--- src/rtl/mode_onehot_sequencer_if.sv ---
// rtl/mode_onehot_sequencer_if.sv - mode select in, one-hot enable bus and status out
interface mode_onehot_sequencer_if #(
    parameter int MODE_W = 3
);
    logic                   En;
    logic [MODE_W-1:0]      Mode;
    logic [2**MODE_W-1:0]   D;
    logic [MODE_W-1:0]      CurMode;
    logic                   Valid;
    logic                   Busy;
    logic                   Changed;
    logic                   Err;

    modport master (
        output En, Mode,
        input  D, CurMode, Valid, Busy, Changed, Err
    );

    modport slave (
        input  En, Mode,
        output D, CurMode, Valid, Busy, Changed, Err
    );
endinterface

--- src/rtl/mode_onehot_sequencer.sv ---
// rtl/mode_onehot_sequencer.sv - debounced mode select to one-hot enable with break-before-make guard
module mode_onehot_sequencer #(
    parameter int                  MODE_W        = 3,
    parameter int                  STABLE_CYCLES = 4,
    parameter int                  GUARD_CYCLES  = 2,
    parameter logic [2**MODE_W-1:0] MODE_MASK    = '1
) (
    input  logic Clk,
    input  logic Reset,
    mode_onehot_sequencer_if.slave bus
);
    localparam int N  = 2**MODE_W;
    localparam int SW = $clog2(STABLE_CYCLES + 1);
    localparam int GW = (GUARD_CYCLES > 1) ? $clog2(GUARD_CYCLES) : 1;
    localparam logic [N-1:0] ONE = N'(1);

    typedef enum logic [1:0] {IDLE, QUALIFY, GUARD, ACTIVE} state_t;

    state_t             state;
    logic [SW-1:0]      stab_cnt;
    logic [MODE_W-1:0]  cand;
    logic               rej_vld;
    logic [MODE_W-1:0]  rej_val;
    logic               from_active;
    logic [GW-1:0]      guard_cnt;
    logic [N-1:0]       d;
    logic [MODE_W-1:0]  cur_mode;
    logic               valid;
    logic               busy;
    logic               changed;
    logic               err;

    logic               blocked;
    logic               abort;
    logic               entry_ok;
    logic               commit_now;
    logic [SW-1:0]      stab_next;

    assign blocked   = rej_vld && (bus.Mode == rej_val);
    assign abort     = (state == QUALIFY) && from_active && (bus.Mode == cur_mode);
    assign stab_next = stab_cnt + SW'(1);

    always_comb begin
        entry_ok = 1'b0;
        if (state == IDLE)
            entry_ok = !blocked;
        else if (state == ACTIVE)
            entry_ok = (bus.Mode != cur_mode) && !blocked;
    end

    // The qualifying sample that reaches STABLE_CYCLES commits, including the entry sample when it is 1.
    always_comb begin
        commit_now = 1'b0;
        if (bus.En) begin
            if (entry_ok)
                commit_now = (STABLE_CYCLES == 1);
            else if (state == QUALIFY && !abort && bus.Mode == cand)
                commit_now = (stab_next == SW'(STABLE_CYCLES));
        end
    end

    always_ff @(posedge Clk or posedge Reset) begin
        if (Reset) begin
            state       <= IDLE;
            stab_cnt    <= '0;
            cand        <= '0;
            rej_vld     <= 1'b0;
            rej_val     <= '0;
            from_active <= 1'b0;
            guard_cnt   <= '0;
            d           <= '0;
            cur_mode    <= '0;
            valid       <= 1'b0;
            busy        <= 1'b0;
            changed     <= 1'b0;
            err         <= 1'b0;
        end else begin
            changed <= 1'b0;
            err     <= 1'b0;
            if (rej_vld && bus.Mode != rej_val)
                rej_vld <= 1'b0;

            if (!bus.En) begin
                state       <= IDLE;
                d           <= '0;
                valid       <= 1'b0;
                busy        <= 1'b0;
                rej_vld     <= 1'b0;
                from_active <= 1'b0;
            end else if (commit_now) begin
                from_active <= 1'b0;
                if (MODE_MASK[bus.Mode]) begin
                    if (GUARD_CYCLES == 0) begin
                        state    <= ACTIVE;
                        cur_mode <= bus.Mode;
                        d        <= ONE << bus.Mode;
                        valid    <= 1'b1;
                        busy     <= 1'b0;
                        changed  <= 1'b1;
                    end else begin
                        state     <= GUARD;
                        cand      <= bus.Mode;
                        guard_cnt <= '0;
                        d         <= '0;
                        valid     <= 1'b0;
                        busy      <= 1'b1;
                    end
                end else begin
                    // Illegal mode: fall back to wherever we came from, old D untouched.
                    err     <= 1'b1;
                    rej_val <= bus.Mode;
                    rej_vld <= 1'b1;
                    busy    <= 1'b0;
                    state   <= (state == ACTIVE || from_active) ? ACTIVE : IDLE;
                end
            end else begin
                case (state)
                    IDLE: begin
                        if (!blocked) begin
                            cand        <= bus.Mode;
                            stab_cnt    <= SW'(1);
                            from_active <= 1'b0;
                            busy        <= 1'b1;
                            state       <= QUALIFY;
                        end
                    end
                    QUALIFY: begin
                        if (abort) begin
                            state       <= ACTIVE;
                            busy        <= 1'b0;
                            from_active <= 1'b0;
                        end else if (bus.Mode != cand) begin
                            cand     <= bus.Mode;
                            stab_cnt <= SW'(1);
                        end else begin
                            stab_cnt <= stab_next;
                        end
                    end
                    GUARD: begin
                        if (guard_cnt == GW'(GUARD_CYCLES - 1)) begin
                            state    <= ACTIVE;
                            cur_mode <= cand;
                            d        <= ONE << cand;
                            valid    <= 1'b1;
                            busy     <= 1'b0;
                            changed  <= 1'b1;
                        end else begin
                            guard_cnt <= guard_cnt + GW'(1);
                        end
                    end
                    ACTIVE: begin
                        if (bus.Mode != cur_mode && !blocked) begin
                            cand        <= bus.Mode;
                            stab_cnt    <= SW'(1);
                            from_active <= 1'b1;
                            busy        <= 1'b1;
                            state       <= QUALIFY;
                        end
                    end
                    default: state <= IDLE;
                endcase
            end
        end
    end

    assign bus.D       = d;
    assign bus.CurMode = cur_mode;
    assign bus.Valid   = valid;
    assign bus.Busy    = busy;
    assign bus.Changed = changed;
    assign bus.Err     = err;
endmodule
--- src/flat_wrapper.sv ---
// flat-port wrapper written by rule: the top's interface ports become plain ports
module mode_onehot_sequencer_flat 
#(
    parameter int                  MODE_W        = 3,
    parameter int                  STABLE_CYCLES = 4,
    parameter int                  GUARD_CYCLES  = 2,
    parameter logic [2**MODE_W-1:0] MODE_MASK    = '1
)
  (Clk, Reset, bus_En, bus_Mode, bus_D, bus_CurMode, bus_Valid, bus_Busy, bus_Changed, bus_Err);
  mode_onehot_sequencer_if #(.MODE_W(MODE_W)) bus_i ();
  input  logic Clk;
  input  logic Reset;
  input wire logic [$bits(bus_i.En)-1:0] bus_En;
  input wire logic [$bits(bus_i.Mode)-1:0] bus_Mode;
  output wire logic [$bits(bus_i.D)-1:0] bus_D;
  output wire logic [$bits(bus_i.CurMode)-1:0] bus_CurMode;
  output wire logic [$bits(bus_i.Valid)-1:0] bus_Valid;
  output wire logic [$bits(bus_i.Busy)-1:0] bus_Busy;
  output wire logic [$bits(bus_i.Changed)-1:0] bus_Changed;
  output wire logic [$bits(bus_i.Err)-1:0] bus_Err;
  assign bus_i.En = bus_En;
  assign bus_i.Mode = bus_Mode;
  assign bus_D = bus_i.D;
  assign bus_CurMode = bus_i.CurMode;
  assign bus_Valid = bus_i.Valid;
  assign bus_Busy = bus_i.Busy;
  assign bus_Changed = bus_i.Changed;
  assign bus_Err = bus_i.Err;
  mode_onehot_sequencer #(.MODE_W(MODE_W), .STABLE_CYCLES(STABLE_CYCLES), .GUARD_CYCLES(GUARD_CYCLES), .MODE_MASK(MODE_MASK)) u_core (.Clk(Clk), .Reset(Reset), .bus(bus_i));
endmodule
--- config.mk ---
export PLATFORM = sky130hd
export DESIGN_NAME = mode_onehot_sequencer_flat
export DESIGN_NICKNAME = d
export VERILOG_FILES = /design/src/rtl/mode_onehot_sequencer_if.sv /design/src/rtl/mode_onehot_sequencer.sv /design/src/flat_wrapper.sv
export SDC_FILE = /design/constraint.sdc
export NUM_CORES = 1
export LEC_CHECK = 0
export CELL_PAD_IN_SITES_DETAIL_PLACEMENT = 1
export CELL_PAD_IN_SITES_GLOBAL_PLACEMENT = 1
export CORE_ASPECT_RATIO = 0.7
export CORE_UTILIZATION = 44
export DETAILED_ROUTE_END_ITERATION = 16
export HOLD_SLACK_MARGIN = 0.05
export PLACE_DENSITY = 0.85
export RECOVER_POWER = 25
export SLEW_MARGIN = 0
export SYNTH_ARGS = -nofsm -noshare
export SYNTH_HDL_FRONTEND = slang
export SYNTH_SLANG_ARGS = --single-unit
--- constraint.sdc ---
create_clock -name Clk -period 3.4 [get_ports Clk]
set_input_delay 1.02 -clock Clk [delete_from_list [all_inputs] [get_ports Clk]]
set_output_delay 1.02 -clock Clk [all_outputs]
set_load 0.02 [all_outputs]
==> results.rst <==
.. list-table::
   :header-rows: 1

   * - Metric
     - Value
   * - HPWL Detailed
     - 2.27 mm
   * - Dominant synthesized flop cell
     - sky130_fd_sc_hd__dfrtp_1
   * - Cell-by-cell listing of the critical path
     - clkdlybuf4s50_1, nor4b_2, a21oi_1, nor2_2, o21ai_1, a21oi_1, mux2_2
   * - Cell types occupying the most area after synthesis
     - sky130_fd_sc_hd__dfrtp_1, sky130_fd_sc_hd__ha_1, sky130_fd_sc_hd__xnor2_1
   * - Final Hold Violating Endpoints
     - 0
   * - Overall die height
     - 48.3 um
   * - Crit path required time
     - 3.57 ns
   * - Port buffer count
     - 19
   * - Largest net degree at the start of global routing
     - 26
   * - Critical path arrival
     - 3.19 ns
   * - Most used cells in the layout excluding fill and tap cells
     - sky130_fd_sc_hd__dfrtp_1, sky130_fd_sc_hd__clkdlybuf4s50_1, sky130_fd_sc_hd__nor2_1
   * - Status
     - finished clean
   * - Critical Path Start Type
     - primary input
   * - Antenna-violating nets left
     - 0
   * - Final weighted congestion in routability-driven placement
     - roughly 0.84
   * - Die area
     - 3300 um2
   * - Maximum cell stage delay along the critical path
     - 0.51 ns
   * - Initial cell density of the core
     - 47.2%
   * - Proportion of netlist area held by the largest area contributor
     - 46.3%
   * - Utilization after layout
     - 56.5%
   * - Vias in the first global route
     - approximately 1100
   * - Sequential area share after synthesis
     - ~46%
   * - Post-synthesis cell area
     - 1350 um2
   * - Count of flip-flops with a built-in enable after synthesis
     - 0
   * - Worst min path class
     - flip-flop to flip-flop
   * - Global-route wire length before repair
     - 5.68 mm
   * - Clock-pin transition on the worst setup and hold timing paths
     - roughly 0.09 ns
   * - Placed standard-cell area
     - between 1500 and 2000 um2
   * - Reported max-cap violation count
     - 0
   * - Core Footprint
     - about 2900 um2
   * - Filler cell count in the final layout
     - 325
   * - Max Slew Vio Count
     - 0
   * - Leakage
     - approximately 0.69 nW
   * - CP Class
     - primary input to flip-flop
   * - Number of DRC violations after detailed-routing iteration 0
     - 43
   * - Standard-cell rows
     - 16
   * - Normalized max-slew margin
     - 7.92%
   * - Number of sinks on the clock net
     - 25
   * - Synth Net Count
     - 142
   * - Worst-Skew Late Latency
     - about 0.27 ns
   * - CTS tree
     - yes
   * - Min Tclk post-route
     - 3.02 ns
   * - Post-synthesis cell type with the largest combined area
     - sky130_fd_sc_hd__dfrtp_1
   * - Commonest non-fill, non-tap cell in the layout
     - sky130_fd_sc_hd__dfrtp_1
   * - Fin area
     - roughly 1600 um2
   * - Via-to-Cell Ratio
     - 5.54
   * - Final setup violation count
     - 0
   * - CTS H-tree lvls
     - 1
   * - Total number of yosys warnings
     - 0
   * - Layout Area Growth over Synthesis
     - 19.8%
   * - Post-synthesis cell type count
     - 41
   * - WL/cell
     - 17.0 um
   * - Synthesized flop and latch total
     - 25
   * - Final period utilization
     - 88.9%
   * - Diode count
     - 0
   * - Die boundary width
     - around 70 um
   * - Share of flip-flops with an asynchronous set or reset after synthesis
     - 100%
   * - Highest clock frequency the design can meet
     - 331 MHz
   * - Initial antenna violation count
     - 0
   * - RSZ-0062 raised after global routing
     - no
   * - Total wire length after detailed routing
     - 3.17 mm
   * - Buffers from clock root to sink, at most
     - 2
   * - Post-CTS setup-driven buffer insertion count
     - 0
   * - First-pass detailed-route iteration total
     - 4
   * - Total number of nets in the final design
     - approximately 160
   * - Worst ir drop on vdd
     - 0.000306 V
   * - Worst setup skew after layout
     - 0.00454 ns
   * - CTS Root Cell
     - sky130_fd_sc_hd__clkbuf_8
   * - Setup TNS
     - 0 ns
   * - Mean cell area of the mapped netlist
     - roughly 10 um2
   * - Maximum fanout count along the critical path
     - 5
   * - Pwr dens
     - 725 nW/um2
   * - Fraction of layout instances using a drive strength above 1
     - a little over an eighth
   * - Cell type with the highest occurrence count on the critical path
     - sky130_fd_sc_hd__a21oi_1
   * - GR Overflow Total
     - 0
   * - DR DRC count
     - 0
   * - Cells after synthesis
     - 130
   * - Total global routing track utilization
     - between 20% and 30%
   * - Crit. End Element
     - flip-flop
   * - Critical-path top delay cell
     - sky130_fd_sc_hd__clkdlybuf4s50_1
   * - Transition time at the pin with the least slew margin
     - 1.38 ns
   * - # hold bufs at CTS
     - 0
   * - Post-CTS resize count
     - 0
   * - Via total after detailed routing
     - 1030
   * - TritonCTS Buffers
     - 3
   * - Boundary Pins
     - 21
worst paths after layout:
kind	startpoint	slack (ns)	depth (start not counted)	end
max reg2reg	u_core.state[1]	1.13	7	u_core.bus.CurMode[2]
max	bus_Mode[2]	0.38	7	u_core.bus.Busy
min in group asynchronous	Reset	1.64	3	u_core.guard_cnt
max in group asynchronous	Reset	0.95	3	u_core.from_active
min	u_core.bus.D[7]	0.52	2	u_core.bus.D[7]
min reg2reg	u_core.bus.D[7]	0.52	2	u_core.bus.D[7]
state kept, by name (all words and copies together) (netlist names):
name,count
u_core.state,2
u_core.guard_cnt,1
u_core.cand,3
u_core.bus.Changed,1
u_core.bus.CurMode,3
u_core.bus.D,8
u_core.bus.Busy,1
u_core.rej_vld,1
u_core.from_active,1
u_core.stab_cnt,3
u_core.bus.Valid,1
area by class of cell:
type	count	area (um2)	area share, %
Sequential cell	25	626	38.7
Timing Repair Buffer	22	209	12.9
Multi-Input combinational cell	90	659	40.8
Inverter	9	33.8	2.09
Tap cell	36	45.0	2.78
Clock buffer	4	45.0	2.78
report_power, final:
group	internal [mW]	switching (mW)	leakage (nW)
sequential	0.374	0.102	0.322
clock	0.0840	0.0965	0.0228
combinational	0.240	0.276	0.348
routing by layer:
layer | share of wire, % | up-vias | wire, um | track usage (%)
li1 | - | 489 | - | -
met1 | 49 | 515 | 1560 | 34.8
met2 | 46 | 22 | 1460 | 34.2
met3 | 4.1 | 4 | 129 | 5.90
met4 | 0.47 | 0 | 15 | 3.82
met5 | 0 | - | 0 | 0
per-stage QoR:
stage | std cells | total power [mW] | setup WS, ns | hold slack, ns
floorplan | 130 | 0.819 | 0.899 | 0.492
global placement | 182 | 0.960 | 0.212 | 0.486
detailed placement | 182 | 0.988 | 0.128 | 0.502
CTS | 186 | 1.18 | 0.385 | 0.526
global route | 186 | 1.26 | 0.267 | 0.547
finish | 186 | 1.17 | 0.377 | 0.523
synthesized netlist by cell type (2+ instances only):
cell type and count:
sky130_fd_sc_hd__dfrtp_1 25, sky130_fd_sc_hd__nor2_1 13, sky130_fd_sc_hd__a21oi_1 10, sky130_fd_sc_hd__inv_1 9, sky130_fd_sc_hd__ha_1 6, sky130_fd_sc_hd__xnor2_1 6
sky130_fd_sc_hd__nand2_1 5, sky130_fd_sc_hd__a22oi_1 4, sky130_fd_sc_hd__nand2b_1 4, sky130_fd_sc_hd__nor3_1 4, sky130_fd_sc_hd__o21ai_0 4, sky130_fd_sc_hd__mux2_2 3
sky130_fd_sc_hd__nand3_1 3, sky130_fd_sc_hd__a31o_2 2, sky130_fd_sc_hd__buf_2 2, sky130_fd_sc_hd__clkbuf_2 2, sky130_fd_sc_hd__mux2_4 2, sky130_fd_sc_hd__o21a_1 2
sky130_fd_sc_hd__or3_1 2
worst max-delay path, delay by kind of cell:
kind | cells | cell delay (ns)
muxes | 1 | 0.36
buffers and inverters | 1 | 0.51
AOI/OAI and AO/OA | 3 | 0.61
and+or+nand+nor | 2 | 0.68
logic make-up after synthesis:
group / after synthesis / share of synthesized area (%)
AOI/OAI and AO/OA: 28 / 14.4
xor gates and xnor gates: 6 / 3.89
adders and majority gates: 6 / 5.56
buffers and inverters: 15 / 4.82
DFF: 25 / 46.3
muxes: 7 / 6.30
other: 1 / 0.278
and+or+nand+nor: 42 / 18.4
(Power assumes the default switching activity.)
